`config.mk`:
```
export PLATFORM = sky130hd
export DESIGN_NAME = mem_stage_sb
export DESIGN_NICKNAME = d
export VERILOG_FILES = /design/src/rtl/mem_stage_sb.sv
export SDC_FILE = /design/constraint.sdc
export NUM_CORES = 1
export LEC_CHECK = 0
export ABC_AREA = 1
export BUFFER_PORTS_ARGS = -buffer_cell sky130_fd_sc_hd__buf_2
export CORE_UTILIZATION = 56
export DETAILED_ROUTE_END_ITERATION = 12
export GPL_ROUTABILITY_DRIVEN = 0
export PLACE_DENSITY = 0.79
export SLEW_MARGIN = 20
export SYNTH_ARGS = -nofsm -noshare
export SYNTH_HDL_FRONTEND = slang
export SYNTH_SLANG_ARGS = --single-unit
```
`constraint.sdc`:
```
create_clock -name clk -period 5.5 [get_ports clk]
set_input_delay 0 -clock clk [delete_from_list [all_inputs] [get_ports clk]]
set_output_delay 0 -clock clk [all_outputs]
set_load 0.01 [all_outputs]
```
`src/rtl/mem_stage_sb.sv`:
```
// Memory pipeline stage with a FIFO store buffer that drains in the background.
// Define MEM_SB_STORE_FWD_EN to let loads forward from buffered stores instead of stalling.
module mem_stage_sb #(
  parameter int DATA_W   = 32,
  parameter int ADDR_W   = 32,
  parameter int REG_W    = 5,
  parameter int SB_DEPTH = 4
) (
  input  logic                       clk,
  input  logic                       rst,
  input  logic                       in_valid,
  output logic                       in_ready,
  input  logic                       RegWrite_in,
  input  logic                       MemToReg_in,
  input  logic                       MemRead,
  input  logic                       MemWrite,
  input  logic                       MemSrc,
  input  logic                       ret_in,
  input  logic [REG_W-1:0]           DestReg_in,
  input  logic [ADDR_W-1:0]          MemAcc_addr,
  input  logic [DATA_W-1:0]          MemWrite_data,
  output logic                       out_valid,
  output logic                       RegWrite_out,
  output logic                       MemToReg_out,
  output logic                       ret_out,
  output logic [REG_W-1:0]           DestReg_out,
  output logic [ADDR_W-1:0]          ALU_result_out,
  output logic [DATA_W-1:0]          MemRead_data,
  output logic                       mem_req,
  output logic                       mem_we,
  output logic [ADDR_W-1:0]          mem_addr,
  output logic [DATA_W-1:0]          mem_wdata,
  input  logic                       mem_ack,
  input  logic [DATA_W-1:0]          mem_rdata,
  output logic [$clog2(SB_DEPTH):0]  sb_count
);

  localparam int PTR_W = $clog2(SB_DEPTH);
  localparam int CNT_W = PTR_W + 1;

  typedef enum logic [1:0] {S_IDLE, S_DRAIN, S_LOAD} state_e;

  state_e              state_q;
  logic [ADDR_W-1:0]   sb_addr_q [SB_DEPTH];
  logic [DATA_W-1:0]   sb_data_q [SB_DEPTH];
  logic [PTR_W-1:0]    wr_ptr_q, rd_ptr_q;
  logic [CNT_W-1:0]    count_q, count_d;

  logic                out_valid_q, reg_write_q, mem_to_reg_q, ret_q;
  logic [REG_W-1:0]    dest_reg_q;
  logic [ADDR_W-1:0]   alu_result_q;
  logic [DATA_W-1:0]   rdata_q;
  logic                mem_req_q, mem_we_q;
  logic [ADDR_W-1:0]   mem_addr_q;
  logic [DATA_W-1:0]   mem_wdata_q;

  logic [ADDR_W-1:0]   data_as_addr, eff_addr;
  logic                sb_full, accept, load_hit, load_miss, enq, deq;
  logic [DATA_W-1:0]   fwd_data;

  if (ADDR_W > DATA_W) begin : g_addr_zext
    assign data_as_addr = {{(ADDR_W-DATA_W){1'b0}}, MemWrite_data};
  end else begin : g_addr_trunc
    assign data_as_addr = MemWrite_data[ADDR_W-1:0];
  end

  assign eff_addr = MemSrc ? data_as_addr : MemAcc_addr;
  assign sb_full  = (count_q == CNT_W'(SB_DEPTH));

`ifdef MEM_SB_STORE_FWD_EN
  // Walk from oldest to youngest so the last match seen is the youngest store.
  always_comb begin
    // NOTE: every always_comb output gets a default first so no latch is inferred.
    load_hit = 1'b0;
    fwd_data = '0;
    for (int i = 0; i < SB_DEPTH; i++) begin
      if (CNT_W'(i) < count_q && sb_addr_q[rd_ptr_q + PTR_W'(i)] == eff_addr) begin
        load_hit = 1'b1;
        fwd_data = sb_data_q[rd_ptr_q + PTR_W'(i)];
      end
    end
  end
`else
  assign load_hit = 1'b0;
  assign fwd_data = '0;
`endif

  // Full check ignores a same-edge drain so readiness never depends on mem_ack.
  always_comb begin
    in_ready = 1'b1;
    if (state_q == S_LOAD)             in_ready = 1'b0;
    if (state_q == S_DRAIN && MemRead) in_ready = 1'b0;
    if (MemWrite && sb_full)           in_ready = 1'b0;
`ifndef MEM_SB_STORE_FWD_EN
    if (MemRead && count_q != '0)      in_ready = 1'b0;
`endif
  end

  assign accept    = in_valid && in_ready;
  assign load_miss = accept && MemRead && !load_hit;
  assign enq       = accept && MemWrite;
  assign deq       = (state_q == S_DRAIN) && mem_req_q && mem_ack;
  assign count_d   = count_q + CNT_W'(enq) - CNT_W'(deq);

  // NOTE: buffer storage has no reset; the pointers and count alone define which entries are live.
  always_ff @(posedge clk) begin
    if (enq) begin
      sb_addr_q[wr_ptr_q] <= eff_addr;
      sb_data_q[wr_ptr_q] <= MemWrite_data;
    end
  end

  always_ff @(posedge clk) begin
    if (rst) begin
      state_q      <= S_IDLE;
      wr_ptr_q     <= '0;
      rd_ptr_q     <= '0;
      count_q      <= '0;
      out_valid_q  <= 1'b0;
      reg_write_q  <= 1'b0;
      mem_to_reg_q <= 1'b0;
      ret_q        <= 1'b0;
      dest_reg_q   <= '0;
      alu_result_q <= '0;
      rdata_q      <= '0;
      mem_req_q    <= 1'b0;
      mem_we_q     <= 1'b0;
      mem_addr_q   <= '0;
      mem_wdata_q  <= '0;
    end else begin
      count_q     <= count_d;
      out_valid_q <= 1'b0;
      if (enq) wr_ptr_q <= wr_ptr_q + 1'b1;
      if (deq) rd_ptr_q <= rd_ptr_q + 1'b1;

      // A load miss holds its controls here and raises out_valid only when memory answers.
      if (accept) begin
        reg_write_q  <= RegWrite_in;
        mem_to_reg_q <= MemToReg_in;
        ret_q        <= ret_in;
        dest_reg_q   <= DestReg_in;
        alu_result_q <= MemAcc_addr;
        out_valid_q  <= !load_miss;
        rdata_q      <= load_hit ? fwd_data : '0;
      end

      case (state_q)
        S_IDLE: begin
          if (load_miss) begin
            state_q     <= S_LOAD;
            mem_req_q   <= 1'b1;
            mem_we_q    <= 1'b0;
            mem_addr_q  <= eff_addr;
            mem_wdata_q <= '0;
          end else if (count_q != '0) begin
            state_q     <= S_DRAIN;
            mem_req_q   <= 1'b1;
            mem_we_q    <= 1'b1;
            mem_addr_q  <= sb_addr_q[rd_ptr_q];
            mem_wdata_q <= sb_data_q[rd_ptr_q];
          end
        end
        S_DRAIN: begin
          if (mem_ack) begin
            state_q   <= S_IDLE;
            mem_req_q <= 1'b0;
            mem_we_q  <= 1'b0;
          end
        end
        S_LOAD: begin
          if (mem_ack) begin
            state_q     <= S_IDLE;
            mem_req_q   <= 1'b0;
            out_valid_q <= 1'b1;
            rdata_q     <= mem_rdata;
          end
        end
        default: state_q <= S_IDLE;
      endcase
    end
  end

  assign out_valid      = out_valid_q;
  assign RegWrite_out   = reg_write_q;
  assign MemToReg_out   = mem_to_reg_q;
  assign ret_out        = ret_q;
  assign DestReg_out    = dest_reg_q;
  assign ALU_result_out = alu_result_q;
  assign MemRead_data   = rdata_q;
  assign mem_req        = mem_req_q;
  assign mem_we         = mem_we_q;
  assign mem_addr       = mem_addr_q;
  assign mem_wdata      = mem_wdata_q;
  assign sb_count       = count_q;

endmodule

```
# Yosys cells after proc, flatten, opt, wreduce, memory -nomap -nowiden
# Memory sizes are Yosys's and may differ from the RTL's. A register that Yosys moved wholly into a read port is not among the register bits.
# Index checks and enable logic that the tools add are counted.
dict set report op_classes {
  n_addsub 4
  multipliers 0
  div 0
  order_cmp 0
  eq_ne 6
  n_shift 0
  n_mux 31
  bitwise 0
  n_reduce_logical 19
}
# op n
set op_table {}
lappend op_table {{$mux W32} 8}
lappend op_table {{$mux W2} 7}
lappend op_table {{$mux W1} 13}
lappend op_table {{$logic_and A1 B1 Y1} 8}
lappend op_table {{$reduce_and A3 Y1} 2}
lappend op_table {{$reduce_bool A2 Y1} 3}
lappend op_table {{$add A2 B1 Y2 const B} 2}
lappend op_table {{$pmux W1 S2} 2}
lappend op_table {{$pmux W2 S2} 1}
lappend op_table {{$reduce_and A2 Y1} 2}
lappend op_table {{$add A3 B1 Y3} 1}
lappend op_table {{$eq A3 B3 Y1 const B} 1}
lappend op_table {{$ne A3 B3 Y1 const B} 1}
lappend op_table {{$reduce_bool A3 Y1} 1}
lappend op_table {{$sub A3 B1 Y3} 1}
lappend op_table {{$eq A2 B1 Y1 const B} 1}
lappend op_table {{$eq A2 B2 Y1 const B} 1}
lappend op_table {{$logic_not A2 Y1} 1}
lappend op_table {{$ne A2 B1 Y1 const B} 1}
lappend op_table {{$ne A2 B2 Y1 const B} 1}
lappend op_table {{$reduce_or A2 Y1} 1}
lappend op_table {{$logic_not A1 Y1} 1}
dict set report word_totals {
  regBits 148
  latchBits 0
  ramBits 256
  rom_bits 0
  in_bits 111
  output_inout_bits 143
  word_cells 77
  mem_count 2
}
# memory words width rd rd_ports_with_merged_regs wr line
set memory_table {}
lappend memory_table {sb_addr_q 4 32 1 1 1 44} ;# logic [ADDR_W-1:0] sb_addr_q [SB_DEPTH];
lappend memory_table {sb_data_q 4 32 1 1 1 45} ;# logic [DATA_W-1:0] sb_data_q [SB_DEPTH];

# Logic depth before layout (Yosys ltp)
# Gate-level depths: netlist (run 1).
dict set report depth {
  word_depth 11
  mapped_depth 14
  depth_no_buf 13
}

# Least setup slack after synthesis (run 1)
# No wires, ideal clock.
dict set report synth_path {
  kind {register -> register}
  from {reg state_q[0]}
  to {mem sb_addr_q[0][0] (enable)}
  setup_ns 0.487
  t_arrival_ns 3.947
  t_required_ns 5.013
  path_slack_ns 1.067
  stages_incl_launch_ff 8
  path_buffers 1
  cell_sequence {dfxtp_1 inv_1 ha_1 nor2_1 o21a_1 buf_2 nand3_1 nor2_1}
}
dict set report synth_via {
  elab_chain_len 9
  word_cells_on_any_way 11
}
# item line
set synth_lines {}
lappend synth_lines {{start: declaration} 43} ;# state_e state_q;
lappend synth_lines {{start signal: assignment} 115} ;# state_q <= S_IDLE;
lappend synth_lines {{start signal: assignment} 150} ;# state_q <= S_LOAD;
lappend synth_lines {{start signal: assignment} 156} ;# state_q <= S_DRAIN;
lappend synth_lines {{$eq A2 B2 Y1 / $eq A2 B1 Y1 (equally long branches)} {91, 92}}
lappend synth_lines {{$mux W1 / $logic_and A1 B1 Y1 (equally long branches)} {91, 92}}
lappend synth_lines {{$mux W1 (*)} 92} ;# if (state_q == S_DRAIN && MemRead) in_ready = 1'b0;
lappend synth_lines {{$mux W1 (*)} 93} ;# if (MemWrite && sb_full) in_ready = 1'b0;
lappend synth_lines {{$mux W1 (*)} 95} ;# if (MemRead && count_q != '0) in_ready = 1'b0;
lappend synth_lines {{$logic_and A1 B1 Y1 (*)} 99} ;# assign accept = in_valid && in_ready;
lappend synth_lines {{$logic_and A1 B1 Y1 (*)} 101} ;# assign enq = accept && MemWrite;
lappend synth_lines {{$mux W1 (*)} 107} ;# if (enq) begin
lappend synth_lines {{$mux W1 (implied by the code) (*)} 108} ;# sb_addr_q[wr_ptr_q] <= eff_addr;
lappend synth_lines {{end: declaration} 44}
# Every way passes the cells marked *; elsewhere a longest branch is shown, timed or not.

# Worst setup path after layout (run 1)
dict set report layout_path {
  from {reg state_q[0]}
  to {reg count_q[2] (netlist: sb_count[2])}
}
dict set report layout_via {
  elab_chain_len 9
  word_cells_on_any_way 13
}
# item line
set layout_lines {}
lappend layout_lines {{$eq A2 B2 Y1 / $eq A2 B1 Y1 (equally long branches)} {91, 92, 102}}
lappend layout_lines {{$mux W1 / $logic_and A1 B1 Y1 (equally long branches)} {91, 92}}
lappend layout_lines {{$mux W1} 92}
lappend layout_lines {{$mux W1} 93}
lappend layout_lines {{$mux W1} 95}
lappend layout_lines {{$logic_and A1 B1 Y1} 99}
lappend layout_lines {{$logic_and A1 B1 Y1} 101}
lappend layout_lines {{$add A3 B1 Y3} 103} ;# assign count_d = count_q + CNT_W'(enq) - CNT_W'(deq);
lappend layout_lines {{$sub A3 B1 Y3 (*)} 103}
lappend layout_lines {{end signal: assignment} 131} ;# count_q <= count_d;
lappend layout_lines {{end: declaration} 47} ;# logic [CNT_W-1:0] count_q, count_d;
# Marks and branches as above.
# A chain may end at the register's enable or synchronous reset.

==> run summary, run 1 <==
The flow ran to the end, and the final reports show no timing, DRC or antenna violations. Synthesis produced a netlist whose cell count is 1601. The launching point of the worst reg2reg path is state_q[0]$_SDFFE_PP0P_. The design draws 8.85 mW.

The part of the power in combinational logic is 26.0%, and the largest net degree at the start of global routing is 102. Tracing the worst setup path back leads to its startpoint at state_q[0]$_SDFFE_PP0P_. The height of the die was 171 um. The average wire per cell in the routed design is 18.1 um. For the final design instance area without fill, the log shows 0.0198 mm2. The critical path ends at sb_count[2]$_SDFF_PP0_. The final global-route overflow total was 0; the final number of setup-violating endpoints was 0. Net switching is 32.3% of the power. After synthesis, the netlist uses 23 different library cells.

The run gives 22400 um as the post-detailed-placement half-perimeter wirelength. The floorplan die width is 171 um. The share of synthesized cell area in full adder, half adder and majority cells was 0.831%; the routed wire length was 42000 um.

The kind of critical path is reg2reg. Of the cells placed in the final design, the portion with a size suffix greater than 1 is 18.1%. Dividing the synthesized area by the synthesized cell count gives 9.97 um2. After clock tree synthesis, the clock-pin slew on the worst setup and hold paths is 0.06 ns. The overall fraction of global-route tracks in use was 28.7%; the number of buffer cells added on primary ports was 253. Sequential cells account for 43.7% of the total power. Yosys printed 0 warnings. In the synthesized netlist the async set-or-reset flop fraction comes to 0%. The logs give 0 for the count of unresolved DRC violations after routing and 70.9% for the share of the core filled with cells in the final layout. The number of antenna violations at the first check in global routing is 1, and the number of nets in the layout is 2029. The logs give 0 for the final antenna-violating net count and 0.54 ns for the insertion delay of the later-clocked pin in the worst-skew pair.

The run gives 61 as the number of placement rows. The effective utilization at floorplan came out at 57.1%. By area the synthesized netlist is led by sky130_fd_sc_hd__edfxtp_1 (48%), sky130_fd_sc_hd__dfxtp_1 (19%), sky130_fd_sc_hd__nand2_1 (8.9%). The placed cell count is 2135, and the number of post-CTS setup repair buffers is 0.

The buffer levels on the longest clock path was 3. Yosys instantiated no cell more often than sky130_fd_sc_hd__nand2_1. Setup repair after global routing left no endpoint under its margin. For this block, the initial DRC count from the detailed router was 1254. Power spread over the standard cell area amounts to 446 mW/mm2.

The placed instances occupy a cell area of 0.0174 mm2. The tool flagged a number of max-cap violations equal to 0. The count of cells in the finished layout, fillers not included, comes to 2320. The total via count after detailed routing is 13000. The tools report the endpoint kind of the worst setup timing path as a flop. For the number of global-route vias before repair, the log shows 12700. In this run the critical register-to-register path is captured at sb_count[2]$_SDFF_PP0_. By area, the combinational part of the netlist is dominated by simple AND/OR/NAND/NOR gates. The tools report the final count of pins violating max slew as 0. The number of cells on the worst reg-to-reg path came out at 12. The endpoint required time on the critical path was 5.91 ns; the maximum fanout count along the critical path was 8. The area growth from synthesis to layout is 24.1%. For this run, the leading register cell type out of synthesis is sky130_fd_sc_hd__edfxtp_1. Multiplexer cells account for 0% of the synthesized area. On the final layout, the worst hold slack is 0.0849 ns. The simple-gate area share of the yosys netlist is 15.5%, and the synthesized net count is 1722.

The tools report the hold buffer count at CTS as 107. The worst setup path is launched from a flop. The root buffer cell chosen for the clock tree is sky130_fd_sc_hd__clkbuf_16. The clock net in this run drives a total of 406 sinks. 254 I/O pins were placed.

Relative contribution of the clock network to total power: 30.4%. Sequential elements use 67.0% of the synthesized area. The hold violation count in the final report is 0. The tools report the area of the core as 0.0279 mm2.

The worst pin sits at a relative slew slack of 25.3%. The sum of negative setup slack is 0 ns. At the pin with the least slew margin, the transition time is 1.12 ns. The fraction of the mapped netlist area in compound gates works out to 12.3%.

The worst supply voltage drop on vdd was 410 uV. The number of iterations in the first detailed-routing pass came out at 6. The net switching power is 2.86 mW, and the wire length of the first global-routing pass is 64900 um.

The worst path uses 53.2% of the clock period. The worst-case setup slack after placement came out at 2.63 ns. The tools report the area of the mapped netlist as 0.0160 mm2. TritonCTS built the clock tree.

In this run the worst hold path is classified as in2reg. The tools report the highest clock frequency the design can meet as 342 MHz. In the synthesized netlist, the cells that appear most often are sky130_fd_sc_hd__nand2_1 (380), sky130_fd_sc_hd__edfxtp_1 (256), sky130_fd_sc_hd__nor2_1 (208).

In this run, post-CTS repair resized a total of 0 instances. The worst hold path begins at rst. The number of synthesized register bits was 406; the detail-routed via count per cell was 5.61. The worst-case register-to-register setup slack is 2.57 ns, and the cell leakage power is 8.09 nW. The tools report the final clock skew as 0.0210 ns.

For the H-tree depth, the log shows 2. Top cell type by total area after synthesis: sky130_fd_sc_hd__edfxtp_1. The floorplan step defined a die boundary enclosing 0.0292 mm2. The xor and xnor fraction of the mapped netlist area is 0%.

TritonCTS created 41 clock buffers. The synthesized design contains 256 enable-type register cells. The logs give 2.57 ns for the final worst slack and 3.34 ns for the arrival time reported for the critical path endpoint. The worst path needs 2.93 ns of the cycle, external delays included.

The internal power of the cells totals 5.99 mW. Summed over its instances, the top area cell type makes up 48.2% of the synthesized netlist area.
critical path: stages (launching register included):
cell                      delay, ns
sky130_fd_sc_hd__dfxtp_1       0.36
sky130_fd_sc_hd__inv_1         0.07
sky130_fd_sc_hd__ha_1          0.21
sky130_fd_sc_hd__nor2_1        0.24
sky130_fd_sc_hd__o21a_2        0.20
sky130_fd_sc_hd__nand3_1       0.40
sky130_fd_sc_hd__ha_1          0.47
sky130_fd_sc_hd__inv_1         0.06
sky130_fd_sc_hd__ha_1          0.13
sky130_fd_sc_hd__inv_1         0.05
sky130_fd_sc_hd__fa_1          0.40
sky130_fd_sc_hd__o21ai_0       0.18
sky130_fd_sc_hd__a21oi_1       0.07
registers in the layout, summed over array words and instances, names as in the netlist, named ones only:
register and count:
wr_ptr_q 2, mem_we 1, DestReg_out 5, mem_req 1, mem_wdata 32, rd_ptr_q 2, MemRead_data 32, sb_data_q 128
ret_out 1, sb_addr_q 128, mem_addr 32, MemToReg_out 1, ALU_result_out 32, out_valid 1, state_q 2, sb_count 3
RegWrite_out 1
metal layers:
layer	vias up	GRT usage (%)	wire, um
met5	-	0	0
met4	0	12.1	1430
met3	121	5.53	3880
met2	712	48.1	20000
met1	6119	36.6	16700
li1	6062	-	-
cells in the final DEF, fill, tap and decap left out, types with 16 or more instances in the layout:
| cell type | n |
|---|---|
| sky130_fd_sc_hd__o22ai_1 | 64 |
| sky130_fd_sc_hd__o21ai_0 | 172 |
| sky130_fd_sc_hd__dlygate4sd3_1 | 107 |
| sky130_fd_sc_hd__nand3_1 | 47 |
| sky130_fd_sc_hd__o21ai_1 | 22 |
| sky130_fd_sc_hd__dfxtp_1 | 148 |
| sky130_fd_sc_hd__clkbuf_16 | 43 |
| sky130_fd_sc_hd__nand2_1 | 379 |
| sky130_fd_sc_hd__a21oi_1 | 113 |
| sky130_fd_sc_hd__buf_4 | 16 |
| sky130_fd_sc_hd__nor2_1 | 204 |
| sky130_fd_sc_hd__edfxtp_1 | 256 |
| sky130_fd_sc_hd__inv_1 | 53 |
| sky130_fd_sc_hd__buf_2 | 252 |
cells by family after synthesis:
family	count (synthesis)
and+or+nand+nor	640
AOI/OAI and AO/OA	374
buffers and inverters	171
adders and majority gates	10
DFF	406
worst min path at each step:
stage	end	cells past startpoint
CTS	ALU_result_out[9]$_SDFFE_PP0P_	3
finish	sb_count[1]$_SDFF_PP0_	2
global placement	sb_data_q[1][23]$_DFFE_PP_	1
detailed placement	sb_data_q[3][23]$_DFFE_PP_	1
global route	ALU_result_out[9]$_SDFFE_PP0P_	3
floorplan	sb_data_q[0][0]$_DFFE_PP_	0
final cells by class:
type / count / area (um2)
Clock buffer: 54 / 1190
Fill cell: 1956 / 8120
Tap cell: 378 / 473
Sequential cell: 406 / 10700
Antenna cell: 1 / 2.50
Inverter: 59 / 225
Multi-Input combinational cell: 1024 / 4620
Timing Repair Buffer: 376 / 2480
Clock inverter: 22 / 130
power groups by stage:
stage	registers [mW]	logic, mW	clock network [mW]
after floorplan	4.02	1.32	0
after global placement	3.90	2.14	0
after detailed placement	3.91	2.18	0
after CTS	3.86	2.26	2.71
after global routing	3.90	2.55	2.83
final	3.86	2.30	2.69
(Power assumes the default switching activity.)
==> run 2, diff against run 1 <==
--- a/config.mk
+++ b/config.mk
@@ -5,7 +5,7 @@
 export SDC_FILE = /design/constraint.sdc
 export NUM_CORES = 1
 export LEC_CHECK = 0
-export ABC_AREA = 1
+export ABC_AREA = 0
 export BUFFER_PORTS_ARGS = -buffer_cell sky130_fd_sc_hd__buf_2
 export CORE_UTILIZATION = 56
 export DETAILED_ROUTE_END_ITERATION = 12
==> constraint.sdc (replaced) <==
create_clock -name clk -period 2.71 [get_ports clk]
set_input_delay 0 -clock clk [delete_from_list [all_inputs] [get_ports clk]]
set_output_delay 0 -clock clk [all_outputs]
set_load 0.01 [all_outputs]
==> run summary, run 2 <==
For the final clock skew, the log shows 0.0187 ns. From synthesis to final layout, the design area changed by 26.8%. The wire length of the first global-routing pass was 57500 um; the worst-case setup slack after placement was 0.0107 ns.

The tools report the final worst slack as 0.0632 ns. TritonCTS built the clock tree. STA classifies the critical path endpoint as a flop.

The sequential cell area fraction in the yosys report is 69.0%. After synthesis the netlist holds a flip-flop and latch count of 406. The floorplan has 60 rows. Of all nets on the critical path, the largest fanout is 3.

The synthesized design contains 256 enable-type register cells. Of the available clock period, the critical path in the final layout requires 97.7%. Summed over all nets, the half-perimeter wirelength after detailed placement is 20800 um.

The total die area was 0.0283 mm2. In the layout the commonest cells are sky130_fd_sc_hd__edfxtp_1 (256), sky130_fd_sc_hd__buf_2 (252), sky130_fd_sc_hd__dfxtp_1 (145). Area of the core: 0.0270 mm2. The tools report the final number of setup-violating endpoints as 0.

Sum of negative setup slack: 0 ns. The signal on the critical path passes through inv_1, ha_2, nand2b_4, a2111oi_4, inv_1, ha_1, inv_1, ha_2, inv_2, fa_2, xnor2_2, xnor2_1, nor2_1. In this design, the stage delay of the slowest critical-path cell is 0.37 ns. In the routed layout, each cell is associated on average with a via count of 5.90.

Counting both buffers and inverters, the worst setup path holds a total of 4. At the pin with the least slew margin, the transition time is 1.01 ns. 0 antenna diodes ended up in the layout.

The commonest cells after synthesis are sky130_fd_sc_hd__edfxtp_1 (256), sky130_fd_sc_hd__dfxtp_1 (150), sky130_fd_sc_hd__nor2_1 (77). For the worst setup path, the data required time is 3.08 ns. The run finished with clean final reports.

Area share of the largest cell type after synthesis: 49.6%. The Yosys step of the flow raised 0 warnings. The logs give 0 for the final global-route overflow total and 3 for the buffer levels on the longest clock path. In the routed design, unresolved DRC markers number 0. For the worst flop-to-flop path, the logic depth is 13. Synthesis produced a netlist with a net count of 1082. The cell family contributing the most delay on the critical path is adder cells. In this run the remaining antenna-violating nets after routing total 0. The number of buffers created by CTS is 40, and the height of the die is 168 um. Cell repeated most along the worst path: sky130_fd_sc_hd__inv_1. The tools report the total via count after detailed routing as 10000. The critical path in this run is classified as reg2reg. Master cell of the clock root buffer: sky130_fd_sc_hd__clkbuf_16. The worst hold-check path type was in2reg. The count of buffers added on input and output ports is 253. For this block, the routed nets add up to 37200 um of wire.

254 I/O pins were placed. The share of post-route cells with drive strength above 1 works out to 37.0%. In the post-synthesis netlist, the cell with the most instances is sky130_fd_sc_hd__edfxtp_1. Leaving out fill and tap cells, the most frequent cell in the layout is sky130_fd_sc_hd__edfxtp_1. The depth of the critical timing path with buffers and inverters included is 13. The largest registers in the layout are sb_addr_q: 128 flops, sb_data_q: 128 flops. The clock edge transition at the registers on the reported setup and hold paths is 0.06 ns. The tools report the worst supply voltage drop on vdd as 580 uV. Power spread over the standard cell area amounts to 895 mW/mm2. In the synthesized netlist the dominant register cell turns out to be sky130_fd_sc_hd__edfxtp_1. The effective utilization at floorplan was 57.4%; the largest net degree at the start of global routing was 82. The logs give 0 for the hold violation count in the final report and 0 for the count of max-cap constraint violations. Across every metal layer, demand over resource in global routing totals 26.4%.

The minimum clock period after layout is 2.65 ns. Setup repair after global routing could not meet its margin everywhere. The placed cell count came out at 1513.

The slowest stage of the critical path belongs to the cell sky130_fd_sc_hd__dfxtp_2. The finished layout holds 1696 standard cells, fillers aside. The fraction of registers with async set or reset after synthesis was 0%. Along the worst hold path, the cell count comes to 2. The top cell type by total area after synthesis is sky130_fd_sc_hd__edfxtp_1.

The run gives 0 as the number of antenna violations at the first check in global routing. From left edge to right edge, the die measures 168 um. The total design power came out at 17.6 mW.

The first detailed-routing pass ran for 5 iterations. The normalized max-slew margin was 32.7%; the arrival time reported for the critical path endpoint was 3.02 ns. After technology mapping, the gate count stands at 961.

Averaged over all synthesized cells, the footprint is 16.1 um2. The average wire per cell in the routed design was 21.9 um. The unique cell type count in the Yosys netlist was 45; the initial detailed-routing violation count was 748. In this run the number of H-tree levels came out at 2. Ranked by total cell area, the synthesized netlist is headed by sky130_fd_sc_hd__edfxtp_1 (50%), sky130_fd_sc_hd__dfxtp_1 (19%), sky130_fd_sc_hd__mux4_2 (9.3%).

After the last flow step, the layout net total stands at 1444. The later pin in the worst-skew pair is clocked with a latency of 0.52 ns. In this run the static leakage power is 7.50 nW.

The number of sinks driven by the clock tree was 406; the number of global-route vias before repair was 10400. The worst setup path is launched from a flop. The final count of pins violating max slew was 0.

Derived from the worst setup path, the maximum achievable clock frequency is 378 MHz. The area of the mapped netlist is 0.0155 mm2.
## run 2: changes by cell type after synthesis, moves of 44 or more
cell,change
sky130_fd_sc_hd__o21ai_0,-171
sky130_fd_sc_hd__inv_1,-44
sky130_fd_sc_hd__mux4_2,+64
sky130_fd_sc_hd__nand2_1,-374
sky130_fd_sc_hd__nor2_1,-131
sky130_fd_sc_hd__o22ai_1,-64
sky130_fd_sc_hd__a21oi_1,-70
## run 2: routing by layer
metal	vias to the layer above	GRT usage, %	share of wire (%)
li1	4469	-	-
met1	5068	33.5	39
met2	388	46.2	52
met3	86	3.90	5.9
met4	0	10.0	2.9
met5	-	0	0
## run 2: power breakdown
part	switching, mW	internal, mW	total [mW]	leakage (nW)
clock	2.23	3.05	5.28	0.612
combinational	2.65	1.82	4.46	3.34
sequential	0.421	7.43	7.85	3.55
total	5.30	12.3	17.6	7.50
## run 2: kinds of logic (layout without fill, tap and decap cells)
| group | Yosys count | after routing | synth area share, % |
|---|---|---|---|
| AOI/OAI and AO/OA | 193 | 193 | 9.80 |
| xor gates and xnor gates | 5 | 5 | 0.283 |
| adders and majority gates | 10 | 10 | 0.856 |
| buffers and inverters | 79 | 473 | 2.25 |
| DFF | 406 | 406 | 69.0 |
| muxes | 129 | 129 | 13.8 |
| and+or+nand+nor | 139 | 139 | 4.08 |
## run 2: final timing paths
kind	startpoint	to	slack (ns)
setup / recovery	state_q[0]$_SDFFE_PP0P_	sb_count[2]$_SDFF_PP0_	0.06
hold / removal	rst	mem_wdata[31]$_SDFFE_PP0P_	0.02
setup reg to reg	state_q[0]$_SDFFE_PP0P_	sb_count[2]$_SDFF_PP0_	0.06
hold reg to reg	MemRead_data[1]$_SDFF_PP0_	MemRead_data[1]$_SDFF_PP0_	0.48
## run 2: worst reg2reg max path: cells and delay by family, from the launching register on
family	cells	cell delay, ns
compound gates	1	0.34
xor+xnor	2	0.29
fa+ha+maj	4	1.02
buf+inv	4	0.29
flops	1	0.37
simple gates	2	0.21
## run 2: cell type report
| class | instances | area [um2] |
|---|---|---|
| flip-flops and latches | 406 | 10700 |
| fillers | 1632 | 7370 |
| multi-input cells | 476 | 4550 |
| repair buffers | 389 | 2690 |
| clock buffers | 63 | 1160 |
| well taps | 341 | 427 |
| clock inverters | 11 | 88.8 |
| inverters | 10 | 37.5 |
## run 2: timing repair
action	in CTS	in global routing
hold endpoints to repair	332	0
pin swaps	4	6
resized for setup	3	8
hold buffers	106	0
buffers inserted	1	2
endpoints found under the setup margin	1	1
## run 2: per-stage QoR
step	utilization (%)	hold slack [ns]	instance area, um2
2_1_floorplan	-	0.0989	15500
3_3_place_gp	63.9	0.210	17300
3_5_place_dp	64.0	0.212	17300
4_1_cts	72.6	0.0106	19600
5_1_grt	72.7	0.0385	19700
6_report	72.7	0.0240	19700
==> run 3, diff against run 2 <==
--- a/config.mk
+++ b/config.mk
@@ -7,7 +7,9 @@
 export LEC_CHECK = 0
 export ABC_AREA = 0
 export BUFFER_PORTS_ARGS = -buffer_cell sky130_fd_sc_hd__buf_2
+export CORE_MARGIN = 10
 export CORE_UTILIZATION = 56
+export CTS_BUF_LIST = sky130_fd_sc_hd__clkbuf_8 sky130_fd_sc_hd__clkbuf_16
 export DETAILED_ROUTE_END_ITERATION = 12
 export GPL_ROUTABILITY_DRIVEN = 0
 export PLACE_DENSITY = 0.79
==> run summary, run 3 (same netlist as run 2, synthesis figures left out) <==
The run finished with clean final reports. The floorplan die width was 186 um; the register area was 0.0107 mm2. In this run the critical register-to-register path is captured at sb_count[2]$_SDFF_PP0_. The die covers 0.0347 mm2. The worst stage delay on the critical path was 0.35 ns. TritonCTS built the clock tree. The number of antenna violations at the first check in global routing came out at 3. Setup repair after global routing could not meet its margin everywhere.

Timing would allow up to 377 MHz. The layout has 1619 filler cells. The number of global-route vias before repair is 10800. The cell type of the slowest stage on the worst timing path is sky130_fd_sc_hd__fa_2.

For the area of the core, the log shows 0.0271 mm2. The number of nets in the layout is 1454. Final count of pins violating max slew: 0.

The tightest min-delay check is of the in2reg type. In this run the top signal layer used is met4. The worst pin sits at a relative slew slack of 34.1%. The launching point of the worst reg2reg path was state_q[1]$_SDFFE_PP0P_.

The run gives 0.53 ns as the insertion delay of the later-clocked pin in the worst-skew pair. Entering global routing, the biggest net connects 83 pins. The floorplan has 60 rows. The worst-case IR drop observed on VDD is 572 uV. Of the total power, registers draw 43.0%. The routed wire length on met2 is 21100 um.

In the final layout, the registers with the most flip-flops are sb_addr_q: 128 flops, sb_data_q: 128 flops. Setup violations remaining at the end of the flow were counted as 0. The analysis attributes to net switching a power of 5.48 mW. Together, buffers and inverters on the worst path number 4. After global routing the overflow that remains totals 0. The number of cells on the worst reg-to-reg path was 13.

During I/O placement, the number of pins put on the boundary was 254. The detail-routed via count per cell was 5.81; the number of iterations in the first detailed-routing pass was 5. The maximum fanout count along the critical path works out to 3.

The routed design uses 2710 um of met3 wire. The most common cell after layout, fill and taps aside is sky130_fd_sc_hd__edfxtp_1. The final critical-path share of the clock period works out to 97.9%. After detailed routing, the wire length on met1 is 15600 um. The minimum clock period after layout came out at 2.65 ns.

Combinational logic is responsible for 25.8% of the overall power. The run gives 2 as the H-tree depth. In this run switching power makes up 30.1% of total power. The hold violation count in the final report is 0, and the post-detailed-placement half-perimeter wirelength is 23300 um. Leaving out fill and tap cells, the most frequent cells in the layout are sky130_fd_sc_hd__edfxtp_1 (256), sky130_fd_sc_hd__buf_2 (252), sky130_fd_sc_hd__dfxtp_1 (146). The setup path with the least slack is of type reg2reg.

The number of clock buffers added by TritonCTS is 41. In this run the power density over the cells is 912 mW/mm2. By instance count, the cell type seen most on the critical path is sky130_fd_sc_hd__inv_1. The internal portion of the total power is 12.7 mW. The signal on the critical path passes through inv_2, ha_2, o31a_1, a2111oi_4, inv_1, ha_1, inv_1, ha_1, inv_1, fa_2, xnor2_2, xnor2_1, nor2_1.

The buffer levels on the longest clock path was 3. The cell sitting at the root of the clock tree is a sky130_fd_sc_hd__clkbuf_16. For this block, the via count after detailed routing is 10100. The count of nets left with antenna violations once routing finished came out at 0. The arrival time reported for the critical path endpoint is 3.01 ns, and the count of unresolved DRC violations after routing is 0. The worst register-to-register path has a setup slack of 0.06 ns.

On the final layout, the worst clock skew is 0.0177 ns. Input and output buffers added on the ports amount to 253. The endpoint kind of the worst setup timing path was a flop.

The path with the worst hold slack has its endpoint at mem_we$_SDFFE_PP0P_. The area occupied by multi-input gates was 0.00454 mm2. The effective utilization at floorplan was 57.2%; the overall fraction of global-route tracks in use was 22.8%. Area growth from synthesis to layout: 28.8%. STA classifies the critical path startpoint as a flop.

For the pin with the worst max-slew slack, the measured transition is 0.989 ns. For this block, the initial DRC count from the detailed router was 704. The run gives 7.67 nW as the cell leakage power. Measured along the y axis, the die boundary spans 186 um. In this design, the largest share of critical-path delay is due to adder cells. For this run, the share of the core covered by cells in the final layout is 73.6%. The tools report the hold path startpoint as in_valid.

The clock edge transition at the registers on the reported setup and hold paths is 0.07 ns. The endpoint required time on the critical path was 3.07 ns; the average wire per cell in the routed design was 23.4 um. For the final hold slack, the log shows 0.0515 ns. Of the cells placed in the final design, the portion with a size suffix greater than 1 is 37.0%.

CTS saw 406 sinks. The relative contribution of the clock network to total power was 31.2%; the hold path depth was 4. The first global-routing pass estimated 63200 um of wire. Max-cap violations in this run came to 0. The routed wire length was 40700 um.
run 3: cell types whose count changed in the layout (fill, tap and decap cells not counted), sizes merged:
cell and change:
clkinvlp +2, clkbuf -16, clkinv +2, diode +3, bufinv +3, dlygate4sd3 +11
inv +9, buf -2
run 3: final cells by class:
class	instances	share of cell area, %
antenna	3	0.0376
clock inverter	27	1.18
multi-input combinational	476	22.7
timing repair buffer	398	14.2
clock buffer	47	5.67
inverter	10	0.188
tap	372	2.33
sequential	406	53.6
run 3: worst max-delay path by stage:
stage / from / endpoint / cells after the start
finish: state_q[1]$_SDFFE_PP0P_ / sb_count[2]$_SDFF_PP0_ / 13
global route: state_q[1]$_SDFFE_PP0P_ / sb_count[2]$_SDFF_PP0_ / 13
CTS: state_q[1]$_SDFFE_PP0P_ / sb_count[2]$_SDFF_PP0_ / 13
detailed placement: state_q[0]$_SDFFE_PP0P_ / sb_count[2]$_SDFF_PP0_ / 13
global placement: state_q[0]$_SDFFE_PP0P_ / sb_count[2]$_SDFF_PP0_ / 13
floorplan: state_q[1]$_SDFFE_PP0P_ / sb_count[2]$_SDFF_PP0_ / 13
run 3: tightest hold or removal path: stages:
cell and delay [ns]:
sky130_fd_sc_hd__buf_2 0.11, sky130_fd_sc_hd__nand4bb_1 0.20, sky130_fd_sc_hd__nand4_1 0.15, sky130_fd_sc_hd__a31oi_1 0.07
run 3: metrics by stage:
step / setup WS [ns] / cells / instance area (um2) / TNS (ns) / total power [mW]
4_1_cts: 0.0121 / 1733 / 19900 / 0 / 18.1
3_5_place_dp: 0.0371 / 1542 / 17400 / 0 / 12.3
6_report: 0.0568 / 1739 / 20000 / 0 / 18.2
3_3_place_gp: 0.137 / 1541 / 17300 / 0 / 12.1
2_1_floorplan: 0.00110 / 961 / 15500 / 0 / 10.5
5_1_grt: -0.103 / 1739 / 20000 / -0.103 / 19.0
run 3: routing by layer:
| layer | track usage (%) | vias to the layer above |
|---|---|---|
| met2 | 39.2 | 380 |
| met1 | 27.4 | 5139 |
| met5 | 0 | - |
| met3 | 5.64 | 85 |
| li1 | - | 4494 |
| met4 | 7.66 | 0 |
run 3: repair_timing:
action                                  CTS  global route
resized for setup                         0             7
hold buffers                            117             0
buffers inserted                          0             2
hold endpoints to repair                353             0
endpoints found under the setup margin    0            11
run 3: power by group through the flow:
stage               Clock (mW)  Combinational [mW]  Sequential (mW)
floorplan                    0                2.45             8.10
global placement             0                4.24             7.87
detailed placement           0                4.36             7.91
CTS                       5.74                4.54             7.80
global route              6.01                5.08             7.89
finish                    5.69                4.69             7.82
